File: src/rtl/apb_pkg.sv
// -----------------------------------------------------------------------------
// apb_pkg
// Shared types for the APB3 master bridge.
//   AW, DW       : request address width (MSB = slave select) and data width
//   apb_state_e  : bridge FSM states
//   apb_req_t    : one latched request (address, write data, direction)
//   make_req()   : builds a request from the requester's inputs
// -----------------------------------------------------------------------------
package apb_pkg;

    localparam int AW = 9;
    localparam int DW = 8;

    typedef enum logic [1:0] {
        IDLE   = 2'b00,
        SETUP  = 2'b01,
        ACCESS = 2'b10
    } apb_state_e;

    typedef struct packed {
        logic [AW-1:0] addr;
        logic [DW-1:0] wdata;
        logic          write;
    } apb_req_t;

    // The requester supplies separate read and write addresses; the direction
    // picks which one is meaningful for this transfer.
    function automatic apb_req_t make_req(
        input logic          write,
        input logic [AW-1:0] rd_addr,
        input logic [AW-1:0] wr_addr,
        input logic [DW-1:0] wdata
    );
        apb_req_t req;
        req.addr  = write ? wr_addr : rd_addr;
        req.wdata = wdata;
        req.write = write;
        return req;
    endfunction

endpackage

File: src/rtl/apb_wdog_cnt.sv
// -----------------------------------------------------------------------------
// apb_wdog_cnt
// Watchdog for stalled APB accesses. Counts enabled cycles from a clear and
// flags expiry once TIMEOUT-1 has been reached; the count saturates there.
//   clk     in  clock, rising edge
//   rst     in  synchronous reset, active-high
//   clr     in  restart the count at zero (takes priority over en)
//   en      in  count this cycle
//   expired out count has reached TIMEOUT-1
// -----------------------------------------------------------------------------
module apb_wdog_cnt #(
    parameter int TIMEOUT = 16
) (
    input  logic clk,
    input  logic rst,
    input  logic clr,
    input  logic en,
    output logic expired
);

    localparam int CW = (TIMEOUT > 1) ? $clog2(TIMEOUT) : 1;
    localparam logic [CW-1:0] LAST = CW'(TIMEOUT - 1);

    logic [CW-1:0] cnt_q, cnt_d;

    always_comb begin
        // NOTE: cnt_d gets a default before any branch so no path leaves it
        // unassigned, which would otherwise infer a latch.
        cnt_d = cnt_q;
        if (clr) begin
            cnt_d = '0;
        end else if (en && (cnt_q != LAST)) begin
            cnt_d = cnt_q + 1'b1;
        end
    end

    always_ff @(posedge clk) begin
        // NOTE: non-blocking assignments so every flop samples pre-edge values
        // regardless of the order blocks are evaluated in.
        if (rst) begin
            cnt_q <= '0;
        end else begin
            cnt_q <= cnt_d;
        end
    end

    assign expired = (cnt_q == LAST);

endmodule

File: src/rtl/apb_master_bridge.sv
// -----------------------------------------------------------------------------
// apb_master_bridge
// APB3 master stage. Latches a request from the master-control side, runs the
// SETUP/ACCESS handshake to one of two slaves (address MSB selects PSEL2) and
// returns read data. A watchdog aborts an access stalled for TIMEOUT cycles.
//   PCLK, PRESET              clock; synchronous active-high reset
//   transfer, READ_WRITE      request valid (level) and direction (1 = write)
//   apb_read_paddr/_write_paddr/apb_write_data   request payload
//   apb_read_data_out         last captured read data
//   xfer_done, xfer_err       registered completion pulse and its error flag
//   PSEL1, PSEL2, PENABLE, PWRITE, PADDR, PWDATA   APB master outputs
//   PRDATA, PREADY, PSLVERR   APB slave responses
// -----------------------------------------------------------------------------
module apb_master_bridge
    import apb_pkg::*;
#(
    parameter int TIMEOUT = 16
) (
    input  logic          PCLK,
    input  logic          PRESET,
    input  logic          transfer,
    input  logic          READ_WRITE,
    input  logic [AW-1:0] apb_read_paddr,
    input  logic [AW-1:0] apb_write_paddr,
    input  logic [DW-1:0] apb_write_data,
    output logic [DW-1:0] apb_read_data_out,
    output logic          xfer_done,
    output logic          xfer_err,
    output logic          PSEL1,
    output logic          PSEL2,
    output logic          PENABLE,
    output logic          PWRITE,
    output logic [AW-2:0] PADDR,
    output logic [DW-1:0] PWDATA,
    input  logic [DW-1:0] PRDATA,
    input  logic          PREADY,
    input  logic          PSLVERR
);

    apb_state_e    state_q, state_d;
    apb_req_t      req_q, req_d;
    logic [DW-1:0] rdata_q, rdata_d;
    logic          done_q, done_d;
    logic          err_q, err_d;
    logic          bus_active, access_phase;
    logic          wd_clr, wd_en, wd_expired;

    apb_wdog_cnt #(
        .TIMEOUT (TIMEOUT)
    ) u_wdog (
        .clk     (PCLK),
        .rst     (PRESET),
        .clr     (wd_clr),
        .en      (wd_en),
        .expired (wd_expired)
    );

    always_comb begin
        state_d      = state_q;
        req_d        = req_q;
        rdata_d      = rdata_q;
        done_d       = 1'b0;
        err_d        = 1'b0;
        bus_active   = 1'b0;
        access_phase = 1'b0;
        wd_clr       = 1'b0;
        wd_en        = 1'b0;

        case (state_q)
            IDLE: begin
                if (transfer) begin
                    state_d = SETUP;
                    req_d   = make_req(READ_WRITE, apb_read_paddr, apb_write_paddr, apb_write_data);
                end
            end

            SETUP: begin
                bus_active = 1'b1;
                wd_clr     = 1'b1;  // watchdog starts from zero in the first ACCESS cycle
                state_d    = ACCESS;
            end

            ACCESS: begin
                bus_active   = 1'b1;
                access_phase = 1'b1;
                if (PREADY) begin
                    // Read data is captured even on PSLVERR; the requester sees xfer_err.
                    if (!req_q.write) begin
                        rdata_d = PRDATA;
                    end
                    done_d = 1'b1;
                    err_d  = PSLVERR;
                    // A still-high transfer here is the next request: go straight
                    // to SETUP so back-to-back transfers have no IDLE bubble.
                    if (transfer) begin
                        state_d = SETUP;
                        req_d   = make_req(READ_WRITE, apb_read_paddr, apb_write_paddr, apb_write_data);
                    end else begin
                        state_d = IDLE;
                    end
                end else begin
                    wd_en = 1'b1;
                    if (wd_expired) begin
                        // Abort always parks in IDLE, even if transfer is high.
                        done_d  = 1'b1;
                        err_d   = 1'b1;
                        state_d = IDLE;
                    end
                end
            end

            default: state_d = IDLE;
        endcase
    end

    always_ff @(posedge PCLK) begin
        if (PRESET) begin
            state_q <= IDLE;
            req_q   <= '0;
            rdata_q <= '0;
            done_q  <= 1'b0;
            err_q   <= 1'b0;
        end else begin
            state_q <= state_d;
            req_q   <= req_d;
            rdata_q <= rdata_d;
            done_q  <= done_d;
            err_q   <= err_d;
        end
    end

    assign PSEL1             = bus_active & ~req_q.addr[AW-1];
    assign PSEL2             = bus_active &  req_q.addr[AW-1];
    assign PENABLE           = access_phase;
    assign PWRITE            = req_q.write;
    assign PADDR             = req_q.addr[AW-2:0];
    assign PWDATA            = req_q.wdata;
    assign apb_read_data_out = rdata_q;
    assign xfer_done         = done_q;
    assign xfer_err          = err_q;

    a_psel_onehot: assert property (@(posedge PCLK) disable iff (PRESET)
        !(PSEL1 && PSEL2));

    a_penable_needs_psel: assert property (@(posedge PCLK) disable iff (PRESET)
        PENABLE |-> (PSEL1 || PSEL2));

    a_bus_stable: assert property (@(posedge PCLK) disable iff (PRESET)
        (state_q == ACCESS) |-> $stable({PADDR, PWRITE, PWDATA}));

    a_paddr_known: assert property (@(posedge PCLK) disable iff (PRESET)
        (PSEL1 || PSEL2) |-> !$isunknown(PADDR));

endmodule
File: config.mk
export PLATFORM = sky130hd
export DESIGN_NAME = apb_master_bridge
export DESIGN_NICKNAME = d
export VERILOG_FILES = /design/src/rtl/apb_pkg.sv /design/src/rtl/apb_wdog_cnt.sv /design/src/rtl/apb_master_bridge.sv
export SDC_FILE = /design/constraint.sdc
export NUM_CORES = 1
export LEC_CHECK = 0
export ABC_CLOCK_PERIOD_IN_PS = 1750
export CAP_MARGIN = 20
export CORE_MARGIN = 2
export CORE_UTILIZATION = 43
export CTS_CLUSTER_DIAMETER = 120
export DETAILED_ROUTE_END_ITERATION = 8
export HOLD_SLACK_MARGIN = 0.08
export PLACE_DENSITY = 0.77
export SLEW_MARGIN = 20
export SYNTH_ARGS = -nofsm -noshare
export SYNTH_HDL_FRONTEND = slang
export SYNTH_SLANG_ARGS = --single-unit
File: constraint.sdc
create_clock -name PCLK -period 1.75 [get_ports PCLK]
set_input_delay 0.525 -clock PCLK [delete_from_list [all_inputs] [get_ports PCLK]]
set_output_delay 0.525 -clock PCLK [all_outputs]
set_load 0.01 [all_outputs]
==> results.md <==
- Status: finished clean
- Ys flop type: dfxtp_1
- Critical path buffers and inverters: 2
- Post-synth EDFFs: 0
- DRT Wirelength: ~3700 um
- Wire per inst: 13.0 um
- Worst-margin pin slew: between 300 and 400 ps
- Buffer count from post-CTS setup fixing: 0
- Delay of the slowest critical-path stage: 330 ps
- Footprint of the multi-input gates: 862 um2
- Root buf cell: clkbuf_8
- Row cnt: 22
- Clock Path Buffers: 2
- Layout area overhead: 47.7%
- ANT nets after route: 0
- CP startpoint kind: flip-flop
- Max_slew headroom: approximately 80%
- Total grt overflow: 0
- Vias/cell: between 5 and 6
- Clk sink count: 34
- Most frequent cells in the layout: clkdlybuf4s50_1, dfxtp_1, a21oi_1, mux2i_1
- Pint: around 0.002 W
- Share of cells above drive strength 1: 18.1%
- P_sw: between 0.0009 and 0.001 W
- Hold WC Path Type: reg -> reg
- Htree depth: 2
- Critical path class: reg -> out
- Slew Limit Fails: 0
- Crit-path cells: inv_1 -> ha_4 -> and2_1 -> buf_2
- Synth warn: 0
- Setup WS post-layout: 62.1 ps
- Mapped Nets: between 200 and 250
- Tmin final: ~1700 ps
- Syn avg cell area: ~9.8 um2
- Final Hold Viols: 0
- CTS buffer count: 5
- Post-Syn Instances: 174
- Number of I/O pins: 70
- Sequential-to-total area share from yosys stat: between 30% and 40%
- CTS tree: yes
- Register Area: a little under 700 um2
- Final hold slack: ~480 ps
- CP max FO: 2
- Slowest-stage cell, CP: dfxtp_2
- Async S/R FF share, synth: 0%
- GRT Util Overall: a little under a fifth
- DRC Markers: 0
- Die Height: about 67 um
- Commonest non-fill, non-tap cell in the layout: clkdlybuf4s50_1
- Sw Share: between 30% and 40%
- Port Buf Inserts: 69
- Max-Cap Viols: 0
- Clock-pin transition on the worst setup and hold timing paths: approximately 60 ps
- Top cells by area, synth: dfxtp_1, mux2i_1, buf_4
- Max rail drop VDD: between 500 and 600 uV
- Peak Freq: between 0.5 and 0.6 GHz
- Combinational share of power: a little under half
- Post-synth top area share: about two fifths
- First-pass GRT wire length: around 6200 um
- Pin count of the biggest net entering global routing: 19
- Nets@finish: between 200 and 300
- Core area: 0.00374 mm2
- Req. time, crit path: around 1200 ps
- Area of the die: 0.00449 mm2
- Post-DP HPWL: around 2800 um
- Cell Pwr Density: ~1100 mW/mm2
- # setup viols final: 0
- Initial drt markers: 68
- Die width: 67.0 um
- Crit path DAT: about 1200 ps
- Sequential power share: around a third
- Initial antenna violation count: 0
- Antenna diodes: 0
- Netlist cell types: 33
- Pre-antenna DRT Iters: 5
- Setup WS pre-CTS: -156 ps
- Cell area after synthesis: 0.00171 mm2
- Static Leak: approximately 1.0 nW
- Skew final: roughly 1.4 ps
- Largest area contributor in the netlist: dfxtp_1
- Vias: 1440
- Initial core utilization: between 40% and 50%
- Crit end category: output pin
- Power Total: just under 0.003 W
- Tcrit/Tclk final: approximately 96%
- Global placement routability congestion: around 0.75
- CP top delay family: flip-flops
- Fillers: around 330
- #FFs+latches synth: 34
- Skew-Pair Late Insertion Delay: 280 ps
- Vias in the first global route: ~1400
- Clk pwr share: 18.4%
cell type report:
type	count	area share, %
multi-input cells	111	34.2
flip-flops and latches	34	27.1
clock buffers	7	3.03
inverters	3	0.446
repair buffers	83	32.9
well taps	48	2.38
metrics by stage:
step | setup TNS (ps) | instance area [um2] | std cells | utilization [%]
finish | 0 | 2520 | 286 | 67.4
global route | -12.6 | 2520 | 286 | 67.4
global placement | -2860 | 2420 | 279 | 64.6
floorplan | 0 | 1710 | 174 | -
CTS | 0 | 2490 | 286 | 66.4
detailed placement | -3620 | 2420 | 279 | 64.6
state kept, by name, indices dropped and copies added, names as in the netlist:
register and cells:
PWRITE 1, state_q 2, xfer_done 1, apb_read_data_out 8, PWDATA 8, xfer_err 1, u_wdog.cnt_q 4, PADDR 8
req_q 1
cell families (layout without fill, tap and decap cells):
| logic type | count (synthesis) | in the layout | synth area share (%) |
|---|---|---|---|
| buf+inv | 29 | 93 | 11.4 |
| simple gates | 39 | 39 | 13.6 |
| fa+ha+maj | 6 | 6 | 4.40 |
| flops | 34 | 34 | 39.9 |
| mux | 21 | 21 | 12.9 |
| compound gates | 45 | 45 | 17.9 |
layer usage:
metal	routed length (um)	part of all wire (%)	GRT usage (%)	vias to the layer above
met2	1710	46	29.6	58
met1	1590	43	21.4	652
met4	53	1.4	7.65	0
li1	-	-	-	724
met5	0	0	0	-
met3	368	9.9	7.26	6
timing repair:
action / CTS / global route
endpoints found under the hold margin: 0 / 0
gates resized for setup: 12 / 8
cloned: 0 / 0
hold buffers: 0 / 0
pin swaps: 1 / 0
endpoints found under the setup margin: 3 / 5
synthesized netlist by cell type, types with 3 or more instances:
cell type  count
a211oi_2       9
inv_1          3
a21oi_1       22
buf_2          5
nor2b_1        3
mux2i_1       18
clkbuf_1       3
nor2_1        10
nand3_1       10
ha_1           6
buf_4         16
dfxtp_1       34
o21ai_0       11
power by group through the flow:
stage	sequential (W)	clock (W)	combinational (W)
2_1_floorplan	0.000992	0	0.000828
3_3_place_gp	0.000989	0	0.00130
3_5_place_dp	0.000991	0	0.00131
4_1_cts	0.000981	0.000545	0.00129
5_1_grt	0.000999	0.000583	0.00150
6_report	0.000985	0.000531	0.00137
tightest hold or removal path, stage by stage (launching register included):
cell	delay (ps)
dfxtp_1	310
o21ai_0	60
a21oi_1	60
path summary, 6_finish.rpt:
path | startpoint | to | slack [ps] | cells past startpoint
worst max register to register | state_q[0] | PADDR[2] | 80 | 7
worst min-delay path | PWDATA[6] | PWDATA[6] | 480 | 2
worst max-delay path | state_q[1] | PSEL2 | 60 | 4
worst min register to register | PWDATA[6] | PWDATA[6] | 480 | 2
Note: power is estimated with default switching activity, not from simulation.
